===== src/rtl/fetch_unit_if.sv =====
// Purpose : fetch-stage bundle: instruction-memory handshake, decode-facing fields, retire/control-flow inputs.
// Latency : n/a (wires only).
// Backpressure: imem_ready stalls FETCH; retire stalls EXEC.
// Ports   : master = fetch unit (drives imem_req/addr, instr fields, pc, status);
//           slave  = memory + datapath side (drives imem_ready/rdata, retire, control-flow inputs).
interface fetch_unit_if;
    // instruction memory
    logic        imem_req;
    logic [31:0] imem_addr;
    logic        imem_ready;
    logic [31:0] imem_rdata;
    // decode-facing
    logic [31:0] instr;
    logic        instr_valid;
    logic [6:0]  opcode;
    logic [2:0]  funct3;
    logic [31:0] pc;
    logic [31:0] pc_plus4;
    // retire / control flow
    logic        retire;
    logic        branch;
    logic        branch_taken;
    logic        jal;
    logic        jalr;
    logic [31:0] imm;
    logic [31:0] alu_result;
    // status
    logic        misalign_fault;
    logic [31:0] instret;

    modport master (
        output imem_req, imem_addr, instr, instr_valid, opcode, funct3,
               pc, pc_plus4, misalign_fault, instret,
        input  imem_ready, imem_rdata, retire, branch, branch_taken,
               jal, jalr, imm, alu_result
    );

    modport slave (
        input  imem_req, imem_addr, instr, instr_valid, opcode, funct3,
               pc, pc_plus4, misalign_fault, instret,
        output imem_ready, imem_rdata, retire, branch, branch_taken,
               jal, jalr, imm, alu_result
    );
endinterface


===== src/rtl/fetch_unit.sv =====
// Purpose : RV32I fetch/PC stage: fetches one word per instruction, holds it for decode, advances PC on retire.
// Latency : instr_valid one cycle after the imem_req & imem_ready edge; new PC/imem_req one cycle after retire.
// Backpressure: holds FETCH (address stable) until imem_ready; holds EXEC (instr stable) until retire.
// Ports   : clk, rst (sync, active-high); bus = fetch_unit_if.master carrying imem handshake,
//           latched instr/opcode/funct3/pc/pc_plus4, retire + branch/jal/jalr controls, misalign_fault, instret.
module fetch_unit #(
    parameter logic [31:0] RESET_PC = 32'h0000_0000
) (
    input  logic          clk,
    input  logic          rst,
    fetch_unit_if.master  bus
);
    localparam logic [31:0] NOP = 32'h0000_0013;

    typedef enum logic [1:0] {
        S_RESET,
        S_FETCH,
        S_EXEC,
        S_FAULT
    } state_t;

    state_t      state_q, state_d;
    logic [31:0] pc_q, pc_d;
    logic [31:0] instr_q, instr_d;
    logic [31:0] instret_q, instret_d;
    logic [31:0] next_pc;
    logic        target_misaligned;

    // Target selection: jalr beats jal/taken-branch beats sequential.
    always_comb begin
        next_pc = pc_q + 32'd4;
        if (bus.jalr) begin
            next_pc = bus.alu_result & ~32'h1;
        end else if (bus.jal || (bus.branch && bus.branch_taken)) begin
            next_pc = pc_q + bus.imm;
        end
        // bit 0 already cleared for jalr, so a jalr fault can only come from bit 1
        target_misaligned = (next_pc[1:0] != 2'b00);
    end

    always_comb begin
        state_d   = state_q;
        pc_d      = pc_q;
        instr_d   = instr_q;
        instret_d = instret_q;
        unique case (state_q)
            S_RESET: begin
                state_d = S_FETCH;
            end
            S_FETCH: begin
                if (bus.imem_ready) begin
                    instr_d = bus.imem_rdata;
                    state_d = S_EXEC;
                end
            end
            S_EXEC: begin
                if (bus.retire) begin
                    if (target_misaligned) begin
                        // pc stays on the faulting instruction; it is not counted
                        state_d = S_FAULT;
                    end else begin
                        pc_d      = next_pc;
                        instret_d = instret_q + 32'd1;
                        state_d   = S_FETCH;
                    end
                end
            end
            S_FAULT: begin
                state_d = S_FAULT;
            end
            default: begin
                state_d = S_RESET;
            end
        endcase
    end

    always_ff @(posedge clk) begin
        if (rst) begin
            state_q   <= S_RESET;
            pc_q      <= RESET_PC;
            instr_q   <= NOP;
            instret_q <= 32'd0;
        end else begin
            state_q   <= state_d;
            pc_q      <= pc_d;
            instr_q   <= instr_d;
            instret_q <= instret_d;
        end
    end

    // All outputs decode straight from registered state, so they are glitch-free per cycle.
    assign bus.imem_req       = (state_q == S_FETCH);
    assign bus.imem_addr      = pc_q;
    assign bus.instr          = instr_q;
    assign bus.instr_valid    = (state_q == S_EXEC);
    assign bus.opcode         = instr_q[6:0];
    assign bus.funct3         = instr_q[14:12];
    assign bus.pc             = pc_q;
    assign bus.pc_plus4       = pc_q + 32'd4;
    assign bus.misalign_fault = (state_q == S_FAULT);
    assign bus.instret        = instret_q;
endmodule


===== src/flat_wrapper.sv =====
// flat-port wrapper written by rule: the top's interface ports become plain ports
module fetch_unit_flat 
#(
    parameter logic [31:0] RESET_PC = 32'h0000_0000
)
  (clk, rst, bus_imem_req, bus_imem_addr, bus_instr, bus_instr_valid, bus_opcode, bus_funct3, bus_pc, bus_pc_plus4, bus_misalign_fault, bus_instret, bus_imem_ready, bus_imem_rdata, bus_retire, bus_branch, bus_branch_taken, bus_jal, bus_jalr, bus_imm, bus_alu_result);
  fetch_unit_if bus_i ();
  input  logic clk;
  input  logic rst;
  output wire logic [$bits(bus_i.imem_req)-1:0] bus_imem_req;
  output wire logic [$bits(bus_i.imem_addr)-1:0] bus_imem_addr;
  output wire logic [$bits(bus_i.instr)-1:0] bus_instr;
  output wire logic [$bits(bus_i.instr_valid)-1:0] bus_instr_valid;
  output wire logic [$bits(bus_i.opcode)-1:0] bus_opcode;
  output wire logic [$bits(bus_i.funct3)-1:0] bus_funct3;
  output wire logic [$bits(bus_i.pc)-1:0] bus_pc;
  output wire logic [$bits(bus_i.pc_plus4)-1:0] bus_pc_plus4;
  output wire logic [$bits(bus_i.misalign_fault)-1:0] bus_misalign_fault;
  output wire logic [$bits(bus_i.instret)-1:0] bus_instret;
  input wire logic [$bits(bus_i.imem_ready)-1:0] bus_imem_ready;
  input wire logic [$bits(bus_i.imem_rdata)-1:0] bus_imem_rdata;
  input wire logic [$bits(bus_i.retire)-1:0] bus_retire;
  input wire logic [$bits(bus_i.branch)-1:0] bus_branch;
  input wire logic [$bits(bus_i.branch_taken)-1:0] bus_branch_taken;
  input wire logic [$bits(bus_i.jal)-1:0] bus_jal;
  input wire logic [$bits(bus_i.jalr)-1:0] bus_jalr;
  input wire logic [$bits(bus_i.imm)-1:0] bus_imm;
  input wire logic [$bits(bus_i.alu_result)-1:0] bus_alu_result;
  assign bus_imem_req = bus_i.imem_req;
  assign bus_imem_addr = bus_i.imem_addr;
  assign bus_instr = bus_i.instr;
  assign bus_instr_valid = bus_i.instr_valid;
  assign bus_opcode = bus_i.opcode;
  assign bus_funct3 = bus_i.funct3;
  assign bus_pc = bus_i.pc;
  assign bus_pc_plus4 = bus_i.pc_plus4;
  assign bus_misalign_fault = bus_i.misalign_fault;
  assign bus_instret = bus_i.instret;
  assign bus_i.imem_ready = bus_imem_ready;
  assign bus_i.imem_rdata = bus_imem_rdata;
  assign bus_i.retire = bus_retire;
  assign bus_i.branch = bus_branch;
  assign bus_i.branch_taken = bus_branch_taken;
  assign bus_i.jal = bus_jal;
  assign bus_i.jalr = bus_jalr;
  assign bus_i.imm = bus_imm;
  assign bus_i.alu_result = bus_alu_result;
  fetch_unit #(.RESET_PC(RESET_PC)) u_core (.clk(clk), .rst(rst), .bus(bus_i));
endmodule

===== config.mk =====
export PLATFORM = sky130hd
export DESIGN_NAME = fetch_unit_flat
export DESIGN_NICKNAME = d
export VERILOG_FILES = /design/src/rtl/fetch_unit_if.sv /design/src/rtl/fetch_unit.sv /design/src/flat_wrapper.sv
export SDC_FILE = /design/constraint.sdc
export NUM_CORES = 1
export LEC_CHECK = 0
export ABC_AREA = 1
export BUFFER_PORTS_ARGS = -buffer_cell sky130_fd_sc_hd__buf_2
export CORE_ASPECT_RATIO = 0.7
export CORE_UTILIZATION = 50
export CTS_BUF_LIST = sky130_fd_sc_hd__clkbuf_8
export CTS_CLUSTER_DIAMETER = 80
export CTS_CLUSTER_SIZE = 10
export DETAILED_ROUTE_END_ITERATION = 16
export GPL_TIMING_DRIVEN = 0
export PLACE_DENSITY_LB_ADDON = 0.05
export SLEW_MARGIN = 20
export SYNTH_ARGS = -nofsm -noshare
export SYNTH_HDL_FRONTEND = slang
export SYNTH_SLANG_ARGS = --single-unit

===== constraint.sdc =====
create_clock -name clk -period 2.67 [get_ports clk]
set_input_delay 0.267 -clock clk [delete_from_list [all_inputs] [get_ports clk]]
set_output_delay 0.267 -clock clk [all_outputs]
set_load 0.02 [all_outputs]

==> metrics <==
result of the run=finished clean; largest cells by area after synthesis=dfxtp_1 24%, nand2_1 21%, nor2_1 9.0%; area of the core region=16300 sq um; setup repair after global routing missed its margin=no; most common cell type on the critical path=nor2_1; average cell area after synthesis=5.866 sq um; Max rail drop VDD=approximately 240 uV; effective utilization at floorplan=51.14%; number of synthesized flops with an enable pin=0; vias per cell=between 5 and 6; total of warnings raised by yosys=0; violation count after the first detailed-routing iteration=about 1100; area share of the largest cell type after synthesis=23.54%; cells after synthesis=roughly 1400; leakage component of the power=5.527 nW; maximum number of pins on one net before global-route repair=20; grt total ovfl=0; number of vias after detailed routing=10100; total internal power=approximately 0.0023 W; number of setup buffers added after CTS=0; Boundary Pins=277; final critical-path share of the clock period=98.50%; root buffer selected by CTS=clkbuf_8; combined area of all synthesized cells=8335 sq um; net switching power of the design=0.001241 W; highest cell delay on the worst timing path=510 ps; Max Cap Violations=0; cell chain of the critical path=nand2_1, nor2_1, nand4_1, nor2_1, xor2_1, buf_2; achievable frequency=380.2 MHz; clock tree from TritonCTS=done; worst setup slack after placement=94.17 ps; WP buf/inv=1; first-pass GRT wire length=46820 microns; CP max FO=7; required time reported for the critical path endpoint=2400 ps; worst setup margin=40.05 ps; combinational share of power=23.2%; count of buffers from port buffering=274; Util after Layout=62.67%; largest buffer count on any clock path=2; number of failing hold endpoints at the final stage=0; horizontal die dimension=156.3 microns; area growth from synthesis to layout=22.55%; drt drc=0; later-pin clock latency in the skew report=410 ps; Worst Max-Slew Pin Slew=760.2 ps; half-perimeter wire length after detailed placement=25630 microns; data arrival time at the worst-slack endpoint=2360 ps; Worst path top cell family by delay=simple AND/OR/NAND/NOR gates; router iterations before antenna repair=5; count of nets after finishing=1844; fraction of final layout cells sized beyond drive strength 1=23.20%; async set-or-reset flop fraction in the synthesized netlist=0%; final worst clock skew=14.24 ps; Max Transition Viols Final=0; Final min period=2630 ps; Synth Flop Type=dfxtp_1; number of synthesized register bits=98; row count=39; number of distinct library cells after synthesis=49; commonest non-fill, non-tap cell in the layout=nand2_1; average routed wire per standard cell=between 15 and 20 microns; sort of element at the end of the critical path=primary output; GP Congestion=a little over 1; kind of critical path=reg -> out; min-delay worst type=in -> reg; total clock buffers created by CTS=9; highest-count cells in the layout ignoring fill and taps=464 x nand2_1, 287 x buf_2, 200 x nor2_1; P per Cell Area=343.3 nW/um^2; GRT Total Usage=36.40%; worst slew slack as a fraction of its limit=49.32%; slowest CP cell=dfxtp_1; number of antenna violations at the first check in global routing=0; sequential fraction of design power=between 40 and 50%; number of failing setup endpoints in the final timing report=0; # hold bufs at CTS=0; fraction of the yosys area taken by sequential cells=23.54%; floorplan die height=110.0 microns; Synth Net Count=between 1500 and 2000; area of the die=around 17000 sq um; Clock Pin Slew Worst Setup and Hold Paths=110 ps; largest area contributor in the netlist=dfxtp_1; net switching share of the total power=roughly 35%; crit path launch type=flop; sink count of the clock tree=98; total length of routed wires=31890 microns; antenna-violating nets left=0; antenna diode count=0; CTS H-tree depth=3; part of the power in the clock network=32.1%; final sum of negative setup slack=0 ps; via count of the first global-routing pass=8410
state kept, by name, summed over array words and instances, names as in the netlist:
name / count
u_core.bus.imem_addr: 32
u_core.bus.instr: 32
u_core.bus.instret: 32
u_core.state_q: 2
area by class of cell:
cell class                 count  area (sq um)
fill                        1671          6083
timing repair buffer         274          1371
sequential                    98          1968
tap                          225         281.5
inverter                     167         626.9
multi-input combinational   1072          5194
clock buffer                   9         123.9
clock inverter                 7         95.09
buffer                        84         554.3
tightest hold or removal path, stage by stage:
cell and delay [ps]:
buf_2 80, nand2_1 40, nand3_1 50
through the flow:
stage                     total power (W)  std cells  hold slack [ps]  area [sq um]
after floorplan                  0.002092       1421            380.2          8335
after global placement           0.002388       1920            456.5          9988
after detailed placement         0.002396       1920            467.1          9988
after CTS                        0.003495       1936            46.50         10210
after global routing             0.003648       1936            46.82         10210
final                            0.003507       1936            53.43         10210
what timing repair did:
action / 4_1_cts / 5_1_grt
gates resized for setup: 0 / 7
endpoints found under the setup margin: 0 / 31
endpoints found under the hold margin: 0 / 0
synth_stat cells (4+ instances only):
| cell | instances |
|---|---|
| nor4_1 | 7 |
| nand2_1 | 464 |
| xnor2_1 | 10 |
| o211ai_1 | 5 |
| nor2_4 | 4 |
| o21a_1 | 4 |
| nor2_2 | 4 |
| buf_4 | 46 |
| nand3_1 | 67 |
| a21oi_1 | 103 |
| clkbuf_1 | 16 |
| dfxtp_1 | 98 |
| a31oi_1 | 4 |
| nand4_1 | 13 |
| nor2_1 | 200 |
| buf_2 | 13 |
| inv_1 | 165 |
| nand2_2 | 9 |
| o21ai_0 | 48 |
| nor3_1 | 29 |
| ha_1 | 33 |
| xor2_1 | 28 |
| nor3_2 | 5 |
| nand3b_1 | 9 |
logic make-up (layout without fill, tap and decap cells):
kind of cell	count (synthesis)	count (layout)	synth area share, %
flops	98	98	23.54
compound gates	175	175	11.24
buf+inv	251	541	14.15
xor+xnor	40	40	4.383
simple gates	823	823	41.49
fa+ha+maj	34	34	5.194
power by group through the flow:
| stage | combinational (W) | sequential [W] | clock [W] |
|---|---|---|---|
| global route | 0.000895 | 0.00157 | 0.00118 |
| floorplan | 0.000447 | 0.00165 | 0 |
| detailed placement | 0.000800 | 0.00160 | 0 |
| finish | 0.000815 | 0.00156 | 0.00113 |
| CTS | 0.000803 | 0.00156 | 0.00113 |
| global placement | 0.000793 | 0.00159 | 0 |
per-layer routing:
layer,share of wire [%],track usage [%],up-vias
met5,0,0,-
met3,11,7.349,25
met1,46,54.32,4517
met4,1.2,6.232,0
met2,41,53.92,547
li1,-,-,5012
final timing paths:
kind	startpoint	endpoint	slack (ps)	depth (start not counted)
setup / recovery	u_core.bus.imem_addr[12]	bus_pc_plus4[16]	40	6
hold / removal	bus_imem_rdata[4]	u_core.bus.instr[4]	50	3
setup reg to reg	u_core.bus.imem_addr[0]	u_core.bus.imem_addr[6]	140	10
hold reg to reg	u_core.bus.instr[10]	u_core.bus.instr[10]	490	2
(Power assumes the default switching activity.)
